===== src/rtl/hazard_ctrl.sv =====
// Pipeline hazard controller: RAW stalls, branch flushes, data-memory wait/timeout FSM.
// Build option: define FORWARDING_EN for load-use-only stalls with forwarding active.
module hazard_ctrl #(
  parameter int MEM_TIMEOUT = 8
) (
  input  logic        clk,
  input  logic        rst,
  input  logic [2:0]  id_src1,
  input  logic [2:0]  id_src2,
  input  logic        id_src1_valid,
  input  logic        id_src2_valid,
  input  logic [2:0]  ex_dest,
  input  logic [2:0]  mem_dest,
  input  logic        ex_wb_en,
  input  logic        mem_wb_en,
  input  logic        ex_is_ld,
  input  logic        branch_taken,
  input  logic        mem_req,
  input  logic        mem_ready,
  output logic        pc_freeze,
  output logic        if_id_freeze,
  output logic        id_ex_freeze,
  output logic        ex_mem_freeze,
  output logic        if_id_flush,
  output logic        id_ex_bubble,
  output logic        mem_wb_bubble,
  output logic        hazard_en,
  output logic        halted,
  output logic        mem_err,
  output logic [15:0] stall_cnt,
  output logic [1:0]  state
);

  typedef enum logic [1:0] {
    RUN      = 2'b00,
    MEM_WAIT = 2'b01,
    HALT     = 2'b10
  } state_t;

  localparam logic [3:0] WAIT_LAST = 4'(MEM_TIMEOUT - 1);

  state_t     st;
  logic [3:0] wait_cnt;
  logic       raw_hazard;
  logic       unused_inputs;

  // Register 0 is hard-wired, so it never carries a dependency.
  function automatic logic match(input logic [2:0] d,
                                 input logic [2:0] s1, input logic v1,
                                 input logic [2:0] s2, input logic v2);
    return (d != 3'd0) && ((v1 && (s1 == d)) || (v2 && (s2 == d)));
  endfunction

`ifdef FORWARDING_EN
  assign hazard_en     = 1'b0;
  assign raw_hazard    = ex_is_ld && ex_wb_en &&
                         match(ex_dest, id_src1, id_src1_valid, id_src2, id_src2_valid);
  assign unused_inputs = ^{mem_wb_en, mem_dest};
`else
  assign hazard_en     = 1'b1;
  assign raw_hazard    = (ex_wb_en  && match(ex_dest,  id_src1, id_src1_valid, id_src2, id_src2_valid)) ||
                         (mem_wb_en && match(mem_dest, id_src1, id_src1_valid, id_src2, id_src2_valid));
  assign unused_inputs = ex_is_ld;
`endif

  assign state  = st;
  assign halted = (st == HALT);

  // Control outputs respond in the same cycle as the condition; all quiet under reset.
  always_comb begin
    pc_freeze     = 1'b0;
    if_id_freeze  = 1'b0;
    id_ex_freeze  = 1'b0;
    ex_mem_freeze = 1'b0;
    if_id_flush   = 1'b0;
    id_ex_bubble  = 1'b0;
    mem_wb_bubble = 1'b0;
    if (!rst) begin
      if (st != RUN || (mem_req && !mem_ready)) begin
        pc_freeze     = 1'b1;
        if_id_freeze  = 1'b1;
        id_ex_freeze  = 1'b1;
        ex_mem_freeze = 1'b1;
        mem_wb_bubble = 1'b1;
      end else if (branch_taken) begin
        if_id_flush  = 1'b1;
        id_ex_bubble = 1'b1;
      end else if (raw_hazard) begin
        pc_freeze    = 1'b1;
        if_id_freeze = 1'b1;
        id_ex_bubble = 1'b1;
      end
    end
  end

  always_ff @(posedge clk or posedge rst) begin
    if (rst) begin
      st        <= RUN;
      wait_cnt  <= 4'd0;
      mem_err   <= 1'b0;
      stall_cnt <= 16'd0;
    end else begin
      if (pc_freeze && st != HALT && stall_cnt != 16'hFFFF)
        stall_cnt <= stall_cnt + 16'd1;
      case (st)
        RUN: begin
          if (mem_req && !mem_ready) begin
            st       <= MEM_WAIT;
            wait_cnt <= 4'd0;
          end
        end
        MEM_WAIT: begin
          // A completion on the last allowed cycle beats the timeout.
          if (mem_ready) begin
            st <= RUN;
          end else if (wait_cnt == WAIT_LAST) begin
            st      <= HALT;
            mem_err <= 1'b1;
          end else begin
            wait_cnt <= wait_cnt + 4'd1;
          end
        end
        HALT:    st <= HALT;
        default: st <= RUN;
      endcase
    end
  end

endmodule


===== config.mk =====
export PLATFORM = sky130hd
export DESIGN_NAME = hazard_ctrl
export DESIGN_NICKNAME = d
export VERILOG_FILES = /design/src/rtl/hazard_ctrl.sv
export SDC_FILE = /design/constraint.sdc
export NUM_CORES = 1
export LEC_CHECK = 0
export ABC_AREA = 1
export ABC_CLOCK_PERIOD_IN_PS = 2150
export CAP_MARGIN = 20
export CORE_MARGIN = 4
export CORE_UTILIZATION = 48
export DETAILED_ROUTE_END_ITERATION = 7
export GPL_TIMING_DRIVEN = 0
export PLACE_DENSITY = 0.79
export SLEW_MARGIN = 20
export SYNTH_ARGS = -nofsm -noshare
export SYNTH_HDL_FRONTEND = slang
export SYNTH_SLANG_ARGS = --single-unit

===== constraint.sdc =====
create_clock -name clk -period 2.15 [get_ports clk]
set_clock_uncertainty 0.1 [all_clocks]
set_input_delay 0.43 -clock clk [delete_from_list [all_inputs] [get_ports clk]]
set_output_delay 0.43 -clock clk [all_outputs]
set_load 0.03 [all_outputs]

==> reports/qor.txt, run 1 <==
Status = completed
Fmax = 481.1 MHz
Post-synth ARST share = 1.000
Area growth, synth to finish = 33.62%
Synth warn = 0
IO Port Bufs = 47
Post-CTS Hold Fix Bufs = 0
Detailed Route Iter0 Violations = 110
Remaining DRCs = 0
Yosys reg bits = 23
# setup viols final = 0
Required time worst endpoint = 1.62 ns
Leakage = 1.206 nW
R2r setup slk = 0.23 ns
Setup WS post-layout = 0.07135 ns
Clock-pin transition on the worst setup and hold timing paths = 0.14 ns
Antenna Cells = 0
First-pass GRT wire length = 7.562 mm
Root buffer cell = clkbuf_4
Hpwl dp = 3.228 mm
Placed inst area = 2258 um2
Count leader, synth = nand2_1
Clock Tree Buf Depth = 2
Power Density = 341.2 nW/um2
Total power draw = 0.0007854 W
Number of flops mapped to enable cells by yosys = 0
Crit path max fanout = 3
Crit. End Element = output pin
WP data arrival = 1.55 ns
Worst relative slew slack = 0.6156
RSZ-0062 raised after global routing = no
Post-route ant nets = 0
TritonCTS clock tree = yes
Die width = 67.91 um
Max_cap viols = 0
Synth cell count leaders = nand2_1, inv_1, nor2_1, dfrtp_1, nand4_1
Hold WC Path Type = input port to asynchronous set/reset pin
Number of global-route vias before repair = 1791
Nets = 349
Initial core utilization = 0.5083
TritonCTS buffer count = 3
Max Slew Vio Count = 0
Synth Net Count = 288
Hold Fails Final Rpt = 0
Initial antenna violation count = 0
Boundary Pins = 50
Die Y = 67.91 um
Fin area = 2302 um2
Sequential-to-total area share from yosys stat = 0.3341
Yosys top cell area share = 0.3341
WL final = 4.311 mm
Die ar. = 4612 um2
Slew @ Worst Pin = 0.5735 ns
Vias/cell = 4.916
Min Clock Period, post-route = 2.079 ns
GRT Total Usage = 0.2108
Largest net degree at the start of global routing = 14
Synth Flop Type = dfrtp_1
Max VDD drop = 0.0002084 V
Layout cell share with drive strength beyond 1 = 0.1944
Syn Area/Cell = 6.526 um2
Drt pass-1 iters = 4
Setup crit start kind = flip-flop
Critical setup path kind = flip-flop to output pin
CTS sink count = 23
Synthesized instance count = 264
Layout fillers = 305
Detailed-route via count = 1819
Mapped Area = 1723 um2
Fin crit share = 0.9668
Remaining Overflow, GRT = 0
Synth area leader = dfrtp_1
Setup_tns = 0 ns
Worst-Skew Late Latency = 0.32 ns
Pre-CTS setup slack = -1.053 ns
Area of the core = 3390 um2
# rows = 21
Routability Congestion = 0.8912
Main area contributors after synthesis = dfrtp_1, nand2_1, inv_1
H-tree levels = 1
Synth unique cells = 25
Drt wl/cell = 11.65 um
[stage by stage]
step | hold slack, ns | utilization | std cells
final | 0.2888 | 0.6792 | 370
after global routing | 0.3085 | 0.6792 | 370
after CTS | 0.2974 | 0.6781 | 367
after detailed placement | 0.3572 | 0.6663 | 357
after global placement | 0.3480 | 0.6663 | 357
after floorplan | 0.3404 | - | 264
[kinds of logic (layout without fill, tap and decap cells)]
family                   after synthesis  count (layout)  share of synthesized area
AO/OA/AOI/OAI                          9               9                    0.03413
XOR/XNOR                              12              12                    0.06100
adder cells (fa/ha/maj)                2               2                    0.01452
buffers and inverters                 47             107                     0.1358
flip-flops                            23              23                     0.3341
other                                  1               1                   0.002177
AND/OR/NAND/NOR                      170             170                     0.4183
[worst max-delay path: stages, from the launching register on]
cell and delay, ns:
dfrtp_1 0.45, nor2_2 0.14, nand2_1 0.08, inv_2 0.09, nor2_4 0.05, buf_4 0.14
buf_4 0.12, buf_4 0.16
[metal layers]
metal,up-vias,global-route usage,routed length (um)
li1,944,-,-
met1,824,0.2879,2042
met2,45,0.3487,2041
met3,6,0.03120,174
met4,0,0.05459,53
met5,-,0,0
[worst paths after layout]
| check | start | endpoint | cells after the start |
|---|---|---|---|
| min in group clk | mem_req | wait_cnt[2]$_DFFE_PP0P_ | 4 |
| setup reg to reg | stall_cnt[0]$_DFFE_PP0P_ | stall_cnt[14]$_DFFE_PP0P_ | 10 |
| hold reg to reg | mem_err$_DFFE_PP0P_ | mem_err$_DFFE_PP0P_ | 2 |
| hold / removal | rst | state[0]$_DFFE_PP0P_ | 3 |
| setup / recovery | state[1]$_DFFE_PP0P_ | id_ex_freeze | 7 |
| max in group asynchronous | rst | stall_cnt[10]$_DFFE_PP0P_ | 2 |
[power by group]
group | switching, W | total [W] | internal [W]
Sequential | 0 | 0.000433 | 0.000433
Combinational | 0.0000801 | 0.000142 | 0.0000618
Clock | 0.000141 | 0.000211 | 0.0000697
[area by class of cell]
type	count	area, um2	share of cell area
Multi-Input combinational cell	194	938.4	0.4076
Clock buffer	3	22.52	0.009783
Timing Repair Buffer	57	488.0	0.2120
Buffer	8	67.56	0.02935
Timing Repair inverter	1	5.005	0.002174
Sequential cell	23	575.6	0.2500
Inverter	37	142.6	0.06196
Tap cell	46	57.56	0.02500
Clock inverter	1	5.005	0.002174
[cell usage in the layout, fill, tap and decap left out, drive strengths merged, types with 2 or more instances in the layout]
cell	netlist	routed
a21oi	3	3
buf	10	24
clkbuf	0	12
clkdlybuf4s15	0	4
clkdlybuf4s50	0	21
clkinvlp	0	2
dfrtp	23	23
dlygate4sd2	0	6
ha	2	2
inv	37	36
nand2	102	102
nand3	15	15
nand4	17	17
nor2	31	31
nor3	5	5
o21ai	2	2
xnor2	6	6
xor2	6	6
[registers in the layout, indices dropped and copies added, names as in the netlist]
name / cells
wait_cnt: 4
stall_cnt: 16
state: 2
mem_err: 1
[timing repair]
| item | in CTS | in global routing |
|---|---|---|
| gates resized for setup | 62 | 30 |
| pin swaps | 7 | 9 |
| setup endpoints to repair | 8 | 5 |
| cloned | 1 | 0 |
| buffers inserted | 6 | 4 |
(Power assumes the default switching activity.)
==> run 2: changes to the inputs <==
- CORE_UTILIZATION: 48 -> 35
- GPL_TIMING_DRIVEN: 0 -> unset
- PLACE_DENSITY: 0.79 -> 0.6
==> run 2 against run 1 <==
Compared with the run above: die area is 32% higher; power is 5.7% higher; sequential share of layout area is 0.15 points lower; highest routed layer unchanged; global-route usage is 7.4 points lower; sequential cell count stayed put; via count is 3.0% lower; combinational power is 4% lower; register-to-register slack better by 0.04 ns.
==> reports/qor.txt, run 2 (synthesis results as in run 1) <==
# setup viols final = 0 (unchanged)
# rows = 25 (+19%)
Max VDD drop = 0.0002648 V (+27%)
Clock-pin transition on the worst setup and hold timing paths = 0.07 ns (-0.07 ns)
Antenna Cells = 0 (unchanged)
Area of the multi-input gates = 935.9 um2 (-0.27%)
Clock Tree Buf Depth = 2 (unchanged)
Fmax = 485.7 MHz (+0.95%)
Hold Fails Final Rpt = 0 (unchanged)
Initial antenna violation count = 0 (unchanged)
Initial core utilization = 0.3624 (-0.1459)
Vias/cell = 4.606 (-6.3%)
Total power draw = 0.0008301 W (+5.7%)
Crit. End Element = output pin
WL final = 3.974 mm (-7.8%)
Remaining DRCs = 0 (unchanged)
Max Slew Vio Count = 0 (unchanged)
Required time worst endpoint = 1.62 ns (about the same)
Area growth, synth to finish = 34.42%
Leakage = 1.187 nW (-1.6%)
Util after Layout = 0.4871 (-0.1921)
Boundary Pins = 50 (unchanged)
Most frequent cells in the layout = nand2_1, nor2_1, inv_1, clkdlybuf4s50_1, dfrtp_1
Layout fillers = 514 (+69%)
CP max stage delay = 0.34 ns (-0.11 ns)
Max FFs per register = 16 (unchanged)
Detailed-route via count = 1764 (-3.0%)
WP data arrival = 1.53 ns (-0.02 ns)
Nets = 341 (-2.3%)
Drt wl/cell = 10.38 um (-11%)
Crit path max fanout = 5 (+2)
Setup WS post-layout = 0.09100 ns (+0.01965 ns)
R2r startpoint = stall_cnt[0]$_DFFE_PP0P_
Crit path to = id_ex_bubble
Routability Congestion = 0.8357 (-6.2%)
TritonCTS clock tree = yes
H-tree levels = 1 (unchanged)
Min Clock Period, post-route = 2.059 ns (-0.01965 ns)
Hold WC Path Type = flip-flop to flip-flop
Die Y = 78.16 um (+15%)
Post-route ant nets = 0 (unchanged)
Biggest register = stall_cnt
Slowest cell on the critical path = o31a_2
Remaining Overflow, GRT = 0 (unchanged)
Power Density = 358.4 nW/um2 (+5.1%)
Reg2reg end = stall_cnt[12]$_DFFE_PP0P_
Layout cell share with drive strength beyond 1 = 0.1361 (-0.05837)
Fin crit share = 0.9577 (-0.009139)
Root buffer cell = clkbuf_8
Die ar. = 6109 um2 (+32%)
Post-CTS Hold Fix Bufs = 0 (unchanged)
TritonCTS buffer count = 3 (unchanged)
Drt pass-1 iters = 4 (unchanged)
Detailed Route Iter0 Violations = 50 (-55%)
Max_cap viols = 0 (unchanged)
Number of global-route vias before repair = 1594 (-11%)
Status = completed
Setup_tns = 0 ns (unchanged)
Worst R2R Path Depth = 9 (-1)
First-pass GRT wire length = 6.913 mm (-8.6%)
Largest net degree at the start of global routing = 24 (+10)
Storage cell area = 575.6 um2 (unchanged)
Fin area = 2316 um2 (+0.60%)
Commonest non-fill, non-tap cell in the layout = nand2_1
Most used cell, CP = nand2_2
IO Port Bufs = 47 (unchanged)
Critical setup path kind = input port to output pin
Setup crit start kind = input port
GRT Total Usage = 0.1363 (-0.07449)
Die width = 78.16 um (+15%)
Crit path from = ex_dest[1]
R2r setup slk = 0.27 ns (+0.04 ns)
CTS sink count = 23 (unchanged)
CP cell instances = dlygate4sd2_1 -> o31a_2 -> nand2_2 -> nand2_2 -> o211ai_1 -> inv_1 -> buf_6
Pre-CTS setup slack = -0.2439 ns (+0.8088 ns)
Hpwl dp = 3.237 mm (+0.30%)
Worst-Skew Late Latency = 0.26 ns (-0.06 ns)
Placed inst area = 2247 um2 (-0.50%)
Area of the core = 4755 um2 (+40%)
-- run 2: critical path, delay by kind of cell --
| family | cells | cell delay [ns] |
|---|---|---|
| buffers and inverters | 3 | 0.49 |
| AO/OA/AOI/OAI | 2 | 0.49 |
| AND/OR/NAND/NOR | 2 | 0.13 |
-- run 2: worst min-delay path by stage --
stage | startpoint | endpoint | slack, ns | cells after the start
final | mem_err$_DFFE_PP0P_ | mem_err$_DFFE_PP0P_ | 0.36 | 2
after CTS | mem_err$_DFFE_PP0P_ | mem_err$_DFFE_PP0P_ | 0.37 | 2
after floorplan | rst | mem_err$_DFFE_PP0P_ | 0.34 | 1
after detailed placement | mem_err$_DFFE_PP0P_ | mem_err$_DFFE_PP0P_ | 0.35 | 2
after global routing | mem_err$_DFFE_PP0P_ | mem_err$_DFFE_PP0P_ | 0.42 | 2
after global placement | mem_err$_DFFE_PP0P_ | mem_err$_DFFE_PP0P_ | 0.35 | 2
-- run 2: routing by layer --
layer	wire (um)	vias to the layer above	global-route usage
met2	1831	34	0.2235
li1	-	925	-
met4	74	0	0.04021
met3	147	6	0.02638
met5	0	-	0
met1	1919	799	0.1821
-- run 2: timing repair --
| item | in CTS | in global routing |
|---|---|---|
| pin swaps | 5 | 5 |
| setup buffers | 1 | 0 |
| resized for setup | 20 | 20 |
| endpoints found under the setup margin | 3 | 4 |
| hold endpoints to repair | 0 | 0 |
-- run 2: where the power goes --
part	internal (W)	leakage, nW	total (W)	switching, W
logic	0.0000607	0.859	0.000136	0.0000756
registers	0.000432	0.306	0.000432	0
clock network	0.000132	0.0228	0.000262	0.000130
-- run 2: layout make-up --
class                           instances  share of cell area
Inverter                               37             0.05997
Sequential cell                        23              0.2485
Timing Repair Buffer                   58              0.2318
Multi-Input combinational cell        194              0.4041
Clock buffer                            4             0.01945
Tap cell                               67             0.03620
-- run 2: per-stage QoR --
stage / hold slack, ns / cells
3_3_place_gp: 0.3482 / 378
3_5_place_dp: 0.3517 / 378
6_report: 0.3647 / 383
2_1_floorplan: 0.3404 / 264
4_1_cts: 0.3713 / 383
5_1_grt: 0.4200 / 383
